**src/rtl/gf2_systolic_ge_array.sv**
```systemverilog
// Triangular systolic array computing the row-echelon form of a streamed GF(2) matrix.
// One pivot row per cell row; rows ripple down one cell row per cycle with their valid and clear markers.
module gf2_systolic_ge_array #(
   parameter int COLS = 4,
   parameter int PIV  = 3
) (
   input  logic                     clk,
   input  logic                     rst_b,
   input  logic                     start,
   input  logic                     in_valid,
   input  logic                     in_last,
   input  logic [COLS-1:0]          data,
   output logic                     busy,
   output logic                     done,
   output logic [$clog2(PIV+1)-1:0] rank,
   output logic                     full_rank,
   output logic [PIV*COLS-1:0]      ech
);
   localparam int RW = $clog2(PIV+1);
   localparam int NP = (PIV > 1) ? PIV - 1 : 1;

   typedef enum logic [1:0] {IDLE, LOAD, DRAIN} state_t;

   state_t          state;
   logic [RW-1:0]   cnt;
   logic            acc_start;
   logic            row_vld;

   logic [COLS-1:0] s_q   [PIV];
   logic [PIV-1:0]  r_q;

   logic [COLS-1:0] a_x   [PIV];
   logic [COLS-1:0] o_x   [PIV];
   logic [COLS-1:0] s_eff [PIV];
   logic [PIV-1:0]  v_x, c_x, ov_x, ld_x, r_eff, lead;

   logic [COLS-1:0] a_p1  [NP];
   logic [NP-1:0]   vld_p1, clr_p1;

   logic [RW-1:0]   pop;

   assign acc_start = (state == IDLE) && start && in_valid;
   assign row_vld   = in_valid && (acc_start || (state == LOAD));
   assign busy      = (state != IDLE);

   // A start marker makes the cell see an empty triangle row while it processes the first matrix row.
   always_comb begin
      a_x[0] = data;
      v_x[0] = row_vld;
      c_x[0] = acc_start;
      for (int k = 1; k < PIV; k++) begin
         a_x[k] = a_p1[k-1];
         v_x[k] = vld_p1[k-1];
         c_x[k] = clr_p1[k-1];
      end
      for (int k = 0; k < PIV; k++) begin
         r_eff[k] = r_q[k] & ~c_x[k];
         s_eff[k] = c_x[k] ? '0 : s_q[k];
         lead[k]  = a_x[k][COLS-1-k];
         ld_x[k]  = v_x[k] & ~r_eff[k] & lead[k];
         o_x[k]   = (r_eff[k] & lead[k]) ? (a_x[k] ^ s_eff[k]) : a_x[k];
         ov_x[k]  = v_x[k] & ~ld_x[k];
      end
   end

   always_comb begin
      pop = '0;
      for (int k = 0; k < PIV; k++)
         pop = pop + RW'(r_q[k]);
   end

   // Cell state and inter-row pipeline stage
   always_ff @(posedge clk) begin
      if (!rst_b) begin
         r_q    <= '0;
         vld_p1 <= '0;
         clr_p1 <= '0;
         for (int k = 0; k < PIV; k++) s_q[k] <= '0;
         for (int k = 0; k < NP; k++) a_p1[k] <= '0;
      end else begin
         for (int k = 0; k < PIV; k++) begin
            if (ld_x[k]) begin
               r_q[k] <= 1'b1;
               s_q[k] <= a_x[k];
            end else if (c_x[k]) begin
               r_q[k] <= 1'b0;
               s_q[k] <= '0;
            end
         end
         for (int k = 0; k < PIV - 1; k++) begin
            a_p1[k]   <= o_x[k];
            vld_p1[k] <= ov_x[k];
            clr_p1[k] <= c_x[k];
         end
      end
   end

   // Control FSM; DRAIN waits for the last row to reach the bottom cell row
   always_ff @(posedge clk) begin
      if (!rst_b) begin
         state     <= IDLE;
         cnt       <= '0;
         done      <= 1'b0;
         rank      <= '0;
         full_rank <= 1'b0;
         ech       <= '0;
      end else begin
         done <= 1'b0;
         case (state)
            IDLE: begin
               if (acc_start) begin
                  cnt   <= '0;
                  state <= in_last ? DRAIN : LOAD;
               end
            end
            LOAD: begin
               if (in_valid && in_last) begin
                  cnt   <= '0;
                  state <= DRAIN;
               end
            end
            DRAIN: begin
               if (cnt == RW'(PIV - 1)) begin
                  state     <= IDLE;
                  done      <= 1'b1;
                  rank      <= pop;
                  full_rank <= (pop == RW'(PIV));
                  for (int k = 0; k < PIV; k++)
                     ech[k*COLS +: COLS] <= s_q[k];
               end else begin
                  cnt <= cnt + 1'b1;
               end
            end
            default: state <= IDLE;
         endcase
      end
   end
endmodule

```
**config.mk**
```make
export PLATFORM = sky130hd
export DESIGN_NAME = gf2_systolic_ge_array
export DESIGN_NICKNAME = d
export VERILOG_FILES = /design/src/rtl/gf2_systolic_ge_array.sv
export SDC_FILE = /design/constraint.sdc
export NUM_CORES = 1
export LEC_CHECK = 0
export CAP_MARGIN = 40
export CELL_PAD_IN_SITES_DETAIL_PLACEMENT = 0
export CELL_PAD_IN_SITES_GLOBAL_PLACEMENT = 1
export CORE_MARGIN = 4
export CORE_UTILIZATION = 36
export CTS_CLUSTER_DIAMETER = 50
export CTS_CLUSTER_SIZE = 10
export DETAILED_ROUTE_END_ITERATION = 8
export PLACE_DENSITY_LB_ADDON = 0.1
export SETUP_SLACK_MARGIN = 0.1
export SYNTH_ARGS = -nofsm -noshare
export SYNTH_HDL_FRONTEND = slang
export SYNTH_SLANG_ARGS = --single-unit
```
**constraint.sdc**
```tcl
create_clock -name clk -period 1.5 [get_ports clk]
set_input_delay 0.45 -clock clk [delete_from_list [all_inputs] [get_ports clk]]
set_output_delay 0.45 -clock clk [all_outputs]
set_load 0.01 [all_outputs]
```
* Word-level counts from Yosys, hierarchy flattened
Memories as Yosys holds them, arrays and structs flattened. A register that Yosys moved wholly into a read port is not among the register bits. Cells that the tools add are included.
Storage, ports and cells: bits of input ports 9, memory bits (writable) 20, logic and storage cells 122, register bits 27, memories kept 2, output and inout port bits 17
Cells by class: reduce and logical (&&, ||, !) cells 16, bitwise gates (word level) 31, equal/unequal tests 8, add/sub/neg operators 3, muxes and demuxes 51
Memories:
- s_q | depth 3, width 4, rd ports 3, clocked after Yosys merged registers in 1, wr ports 3, RTL line 29 | logic [COLS-1:0] s_q [PIV];
- a_p1 | depth 2, width 4, rd ports 2, clocked after Yosys merged registers in 0, wr ports 2, RTL line 37 | logic [COLS-1:0] a_p1 [NP];
Operator list (number):
- two-way mux 4 bit | 12
- two-way mux 1 bit | 30
- two-way mux 2 bit | 7
- AND 1 bit | 13
- case mux 2 bit (3 select lines) | 2
- NOT 1 bit | 8
- bitwise OR 1 bit | 8
- nonzero test 2 bit | 4
- XOR 4 bit | 2
- == test 2 bit (second input constant) | 3
- != test 2 bit (second input constant) | 3
- logical AND 1 bit | 4
- AND reduction 2 bit | 2
- AND reduction 4 bit | 1
- AND reduction 3 bit | 1
- nonzero test 3 bit | 1
- adder 1 x 1 -> 2 bit | 1
- adder 2 x 1 -> 2 bit | 1
- adder 2 x 1 -> 2 bit (second input constant) | 1
- == test 2 x 1 -> 1 bit (second input constant) | 1
- logical NOT 2 bit | 1
- != test 2 x 1 -> 1 bit (second input constant) | 1
- logical NOT 1 bit | 1
- logical OR 1 bit | 1

* Logic depth before layout (Yosys ltp)
Gate-level depths: netlist of run 1.
depth in word-level cells 13, depth in mapped cells 7, mapped depth without buffers 6

* Least setup slack after synthesis of run 1
OpenSTA, ideal clock, no wires.
path type input to register, from input port start, to memory s_q[0][0], data pin, buffers on the path 0, setup slack -0.108 ns, cell stages on the path 4, library setup time 0.255 ns, arrival time 1.353 ns, data required time 1.245 ns, cell sequence and2b_4 -> o211a_1 -> or3_1 -> and3_1
RTL lines:
- from (decl) | RTL line 9 | input logic start,
- to (decl) | RTL line 29

==> results by group, run 1 <==
Outcome
  – Result of the run: finished, violations left
  – Failing checks: negative setup slack

Yosys
  – Most frequent cells after synthesis: dfxtp_1 (39), nand2_1 (33), a21oi_1 (25), nor2_1 (22), edfxtp_1 (8)
  – Post-synth top area cell: dfxtp_1
  – Register area share after synthesis: 55.21%
  – Syn Area/Cell: 9.110 sq um
  – Synth warn: 0
  – Top-count cell post-synth: dfxtp_1
  – Flops & latches, synth: 47
  – Cell Area, Synth: 1849 sq um
  – Post-synth ARST share: 0%
  – Post-synth EDFFs: 8
  – Post-synthesis cell type count: 38
  – Yosys top cell area share: 42.22%
  – Syn Inst Count: 203
  – Ys flop type: dfxtp_1
  – Synth top area cells: dfxtp_1 (42%), edfxtp_1 (13%), a21oi_1 (6.8%), nand2_1 (6.7%), nor2_1 (4.5%)
  – Syn_nets: 214

Final layout
  – Antenna diode count: 0
  – Fin util: 53.55%
  – Final #Nets: 269
  – Filler cells: 458
  – Share of layout cells above drive strength 1: 27.41%
  – Layout area overhead: 40.39%
  – Post-Layout Inst Area: 2596 sq um

Worst setup path
  – CP endpoint: s_q[0][0]$_SDFFCE_PP0P_
  – Buffers & Inverters on Critical Path: 1
  – Crit path kind: input port to register
  – Worst-path fanout max: 3
  – CP max stage cell: or3_4
  – R2R depth: 4
  – Worst r2r dst: s_q[0][0]$_SDFFCE_PP0P_
  – Crit-path cells: dlygate4sd2_1 > and2b_4 > o211a_1 > or3_4 > and3_4
  – Biggest cell delay along the critical path: 0.39 ns
  – Setup slack, reg-to-reg: -0.07 ns
  – R2R Path Start: state[0]$_SDFFE_PN0P_
  – Arrival @ worst endpoint: 1.63 ns
  – Critical Path Source Type: input port
  – Cell family with most CP delay: simple AND/OR/NAND/NOR gates
  – Required @ worst endpoint: 1.56 ns
  – Crit path launch: start
  – WP depth: 5
  – Setup crit end kind: register

Routing
  – Vias: 1,597
  – Drt first pass iters: 4
  – Via-per-instance ratio: 4.899
  – DRT Wirelength: 4.293 mm
  – DRC: 0
  – WL/cell: 13.17 microns
  – Iter 0 DRT Violations: 61
  – Antenna-violating nets left: 0

Global route
  – GRT overflow: 0
  – Largest net degree at the start of global routing: 27
  – Gr usage total: 13.95%
  – First-pass GRT wire length: 6.906 mm
  – Vias in the first global route: 1,459
  – Initial antenna violation count: 0

STA
  – Relative slew slack: 77.13%
  – Setup Total Neg Slack: -0.2174 ns
  – Post-route clock period utilization: 104.6%
  – Worst-margin pin slew: 0.3414 ns
  – Final Slew Violations: 0
  – Peak Freq: 0.6374 GHz
  – Tmin final: 1.569 ns
  – PnR worst setup slack: -0.06900 ns
  – Fin. Hold Viols: 0
  – Worst clock skew: 0.006934 ns
  – RSZ-0062 raised after global routing: true
  – Final setup vio count: 4

Pwr
  – Lkg Pwr: 1.049 nW
  – Combinational share of power: 10.3%
  – Switching share of power: 22.87%
  – Internal: 1.929 mW
  – Clock power share: 35.8%
  – Power Density: 963.2 nW/um^2
  – P_sw: 0.5718 mW
  – Pwr Total: 2.501 mW
  – Sequential Power Share: 53.9%
  – Peak VDD IR: 612.7 uV

CTS
  – CTS Sinks: 47
  – Worst-case clock buffer depth: 2
  – Hold buffer count at CTS: 0
  – Clk root buf: clkbuf_8
  – Cts bufs inserted: 5
  – Worst-Skew Late Latency: 0.30 ns
  – Clock slew at reported path FFs: 0.08 ns
  – CTS tree: yes
  – H-tree depth: 2

Floorplanning
  – Starting Density: 38.14%
  – Chip Height: 79.67 microns
  – Num ports: 26
  – Row count: 25
  – DIE WIDTH: 79.67 microns
  – Core ar.: 4848 sq um
  – Die ar.: 6347 sq um

Place
  – Port Buf Inserts: 25
  – Pre-CTS WS: -0.5844 ns
  – Placed cell area: 2357 sq um
  – DP Wirelength: 2.981 mm
  – Routability cong.: 0.8317

Run
  – Max cap viols: 0

Min path
  – Hold Path Class: register to register
cells in the final DEF, fill, tap and decap left out, drive strengths merged, types with 3 or more instances in the layout:
| cell | n |
|---|---|
| nand3 | 7 |
| and3 | 3 |
| nor2b | 5 |
| dfxtp | 39 |
| clkdlybuf4s50 | 5 |
| o21ai | 3 |
| buf | 32 |
| edfxtp | 8 |
| nand2 | 33 |
| nand4 | 3 |
| or3b | 3 |
| a31oi | 4 |
| inv | 7 |
| nor3 | 5 |
| a21oi | 25 |
| nor2 | 22 |
| clkbuf | 7 |
| xor2 | 6 |
| dlygate4sd2 | 17 |
state kept, by name (all words and copies together), names as in the netlist, 3 cells and up:
register  cells
ech          12
r_q           3
s_q          12
a_p1          8
worst register-to-register path: cells and delay by family, from the launching register on:
| kind | cells | cell delay (ns) |
|---|---|---|
| AO/OA/AOI/OAI | 1 | 0.23 |
| flip-flops | 1 | 0.37 |
| AND/OR/NAND/NOR | 3 | 0.73 |
cell families (layout without fill, tap and decap cells):
kind of cell	after synthesis	after routing	share of synthesized area [%]
AND/OR/NAND/NOR	93	94	24.43
flip-flops	47	47	55.21
AO/OA/AOI/OAI	39	39	11.97
buffers and inverters	16	71	3.788
XOR/XNOR	6	6	2.842
adder cells (fa/ha/maj)	2	2	1.759
worst min path at each step:
stage | from | to | slack [ns] | cells after the start
4_1_cts | a_p1[0][4]$_SDFF_PN0_ | s_q[2][0]$_SDFFE_PP0P_ | 0.45 | 2
2_1_floorplan | a_p1[0][4]$_SDFF_PN0_ | s_q[2][0]$_SDFFE_PP0P_ | 0.42 | 2
3_5_place_dp | a_p1[0][4]$_SDFF_PN0_ | s_q[2][0]$_SDFFE_PP0P_ | 0.44 | 2
3_3_place_gp | a_p1[0][4]$_SDFF_PN0_ | s_q[2][0]$_SDFFE_PP0P_ | 0.43 | 2
5_1_grt | a_p1[0][4]$_SDFF_PN0_ | s_q[2][0]$_SDFFE_PP0P_ | 0.46 | 2
6_report | a_p1[0][4]$_SDFF_PN0_ | s_q[2][0]$_SDFFE_PP0P_ | 0.45 | 2
per-layer routing:
layer / wire, microns / GRT usage [%]
met1: 2031 / 17.89
met2: 2056 / 22.70
met3: 157 / 3.273
met4: 49 / 5.155
met5: 0 / 0
per-stage QoR:
step / hold slack, ns / std cells
5_1_grt: 0.4633 / 326
3_3_place_gp: 0.4339 / 315
2_1_floorplan: 0.4173 / 203
6_report: 0.4459 / 326
3_5_place_dp: 0.4435 / 315
4_1_cts: 0.4479 / 324
power by group through the flow:
| stage | combinational, mW | clock [mW] | sequential (mW) |
|---|---|---|---|
| after floorplan | 0.107 | 0 | 1.37 |
| after global placement | 0.212 | 0 | 1.38 |
| after detailed placement | 0.216 | 0 | 1.38 |
| after CTS | 0.240 | 0.920 | 1.35 |
| after global routing | 0.284 | 0.958 | 1.35 |
| final | 0.259 | 0.895 | 1.35 |
final cells by class:
type                       instances  area (sq um)  share of cell area (%)
sequential                        47          1027                   39.57
multi-input combinational        141         872.1                   33.59
timing repair buffer              56         474.2                   18.27
clock buffer                       7         107.6                   4.145
tap                               67         83.83                   3.229
inverter                           7         26.28                   1.012
clock inverter                     1         5.005                  0.1928
repair_timing:
| item | 4_1_cts | 5_1_grt |
|---|---|---|
| pin swaps | 11 | 5 |
| endpoints found under the setup margin | 35 | 34 |
| gates resized for setup | 39 | 19 |
| setup buffers | 1 | 1 |
| cloned | 0 | 1 |
No activity file was read; power rests on OpenSTA's default activity.
==> run 2: changes to the inputs <==
--- a/config.mk
+++ b/config.mk
@@ -9,7 +9,7 @@
 export CELL_PAD_IN_SITES_DETAIL_PLACEMENT = 0
 export CELL_PAD_IN_SITES_GLOBAL_PLACEMENT = 1
 export CORE_MARGIN = 4
-export CORE_UTILIZATION = 36
+export CORE_UTILIZATION = 35
 export CTS_CLUSTER_DIAMETER = 50
 export CTS_CLUSTER_SIZE = 10
 export DETAILED_ROUTE_END_ITERATION = 8
==> run 2 against run 1 <==
Total power shrank 5.5%. The flow still finishes with violations (negative setup slack). Global-route usage shrank 0.097 points. Highest routed layer unchanged. Die area grew 2.6%. Wire length grew 0.40%. Largest power group unchanged. Utilization shrank 3.0 points. First-iteration DRC count is the same. Maximum frequency grew 0.50%. Clock power shrank 15%. Non-clock buffer count shrank 1. Combinational power is essentially flat. Via count shrank 3.6%. Sequential power is essentially flat.
==> results by group, run 2 (synthesis gave the netlist of run 1 again) <==
Outcome
  – Result of the run: finished, violations left
  – Failing checks: negative setup slack

STA
  – Final Slew Violations: 0
  – Post-route clock period utilization: 104.1%
  – Relative slew slack: 78.64%
  – Tmin final: 1.561 ns
  – Final setup vio count: 4
  – Worst-margin pin slew: 0.3123 ns
  – Setup Total Neg Slack: -0.1998 ns
  – Worst clock skew: 0.007940 ns
  – RSZ-0062 raised after global routing: true
  – Peak Freq: 0.6405 GHz
  – PnR worst setup slack: -0.06124 ns
  – Fin. Hold Viols: 0

Routing
  – Iter 0 DRT Violations: 61
  – Via-per-instance ratio: 4.695
  – DRT Wirelength: 4.310 mm
  – Drt first pass iters: 4
  – WL/cell: 13.14 microns
  – Vias: 1,540
  – DRC: 0
  – Antenna-violating nets left: 0

Worst setup path
  – Biggest cell delay along the critical path: 0.38 ns
  – CP max stage cell: or3_4
  – Required @ worst endpoint: 1.57 ns
  – Crit-path cells: and2b_4 > o211a_1 > or3_4 > and3_4
  – Crit path kind: register to register
  – Worst-path fanout max: 5
  – Arrival @ worst endpoint: 1.63 ns
  – R2R depth: 4
  – Critical Path Source Type: register
  – Setup crit end kind: register

Floorplanning
  – Num ports: 26
  – Chip Height: 80.69 microns
  – Row count: 26
  – DIE WIDTH: 80.69 microns
  – Die ar.: 6511 sq um
  – Starting Density: 36.21%
  – Core ar.: 5107 sq um

Global route
  – Gr usage total: 13.85%
  – Largest net degree at the start of global routing: 20
  – Vias in the first global route: 1,551
  – First-pass GRT wire length: 6.920 mm
  – Initial antenna violation count: 0
  – GRT overflow: 0

Place
  – Inst Count DP: 315
  – Routability cong.: 0.8219
  – DP Wirelength: 3.079 mm
  – Port Buf Inserts: 25

Pwr
  – Peak VDD IR: 364.4 uV
  – Power Density: 916.3 nW/um^2
  – Pwr Total: 2.364 mW
  – Lkg Pwr: 1.050 nW

CTS
  – Worst-case clock buffer depth: 2
  – H-tree depth: 2
  – Clock slew at reported path FFs: 0.09 ns
  – CTS tree: yes
  – Clk root buf: clkbuf_8
  – Worst-Skew Late Latency: 0.30 ns
  – Hold buffer count at CTS: 0
  – Cts bufs inserted: 5
  – CTS Sinks: 47

Min path
  – Hold Path Stages: 2
  – Hold Path Class: register to register

Run
  – Max cap viols: 0

Final layout
  – Top Registers: ech: 12 flops, s_q: 12 flops, a_p1: 8 flops
  – Layout area overhead: 39.51%
  – Share of layout cells above drive strength 1: 26.74%
  – Commonest non-fill, non-tap cells in the layout: dfxtp_1 (34), nand2_1 (33), a21oi_1 (24), buf_4 (24), nor2_1 (20)
  – Fin cells: 328
  – Most common cell after layout, fill and taps aside: dfxtp_1
  – Antenna diode count: 0
  – Filler cells: 506
  – Final #Nets: 268
[run 2: path summary, 6_finish.rpt]
check / start / end / slack (ns)
setup reg to reg: state[0]$_SDFFE_PN0P_ / s_q[0][0]$_SDFFCE_PP0P_ / -0.06
hold / removal: a_p1[0][4]$_SDFF_PN0_ / s_q[2][0]$_SDFFE_PP0P_ / 0.44
setup / recovery: state[0]$_SDFFE_PN0P_ / s_q[0][0]$_SDFFCE_PP0P_ / -0.06
hold reg to reg: a_p1[0][4]$_SDFF_PN0_ / s_q[2][0]$_SDFFE_PP0P_ / 0.44
[run 2: power by group]
part	leakage [nW]	internal [mW]	total [mW]	switching (mW)
clock	0.0445	0.326	0.757	0.431
combinational	0.602	0.137	0.258	0.122
sequential	0.404	1.32	1.35	0.0251
total	1.05	1.79	2.36	0.578
[run 2: layout make-up]
type                       count  area, sq um  share of cell area, %
multi-input combinational    141        863.3                  33.46
timing repair buffer          55        485.5                  18.82
clock buffer                   5        68.82                  2.667
sequential                    47         1030                  39.91
clock inverter                 3        18.77                 0.7275
inverter                       7        26.28                  1.018
tap                           70        87.58                  3.395
[run 2: timing repair]
action,4_1_cts,5_1_grt
resized for setup,39,25
gates cloned,0,1
endpoints found under the hold margin,0,0
setup buffers,4,0
endpoints found under the setup margin,37,32
pin swaps,12,13
[run 2: worst max-delay path, delay by kind of cell (launching register included)]
family	cells	cell delay (ns)
flip-flops	1	0.37
AND/OR/NAND/NOR	3	0.72
AO/OA/AOI/OAI	1	0.23
[run 2: through the flow]
| stage | hold slack [ns] | cell area (sq um) | utilization [%] | worst slack (ns) |
|---|---|---|---|---|
| global placement | 0.4347 | 2338 | 45.79 | -0.5304 |
| global route | 0.4559 | 2580 | 50.51 | -0.09764 |
| detailed placement | 0.4440 | 2338 | 45.79 | -0.5826 |
| CTS | 0.4482 | 2496 | 48.87 | -0.07272 |
| finish | 0.4441 | 2580 | 50.51 | -0.06124 |
| floorplan | 0.4173 | 1849 | - | -0.09290 |
[run 2: routing by layer]
layer  vias to the layer above  global-route usage [%]  wire, microns  share of wire (%)
met3                         5                   4.484            182                4.2
met5                         -                       0              0                  0
met4                         0                   4.561             47                1.1
met2                        27                   25.00           2151                 50
li1                        801                       -              -                  -
met1                       707                   15.17           1928                 45
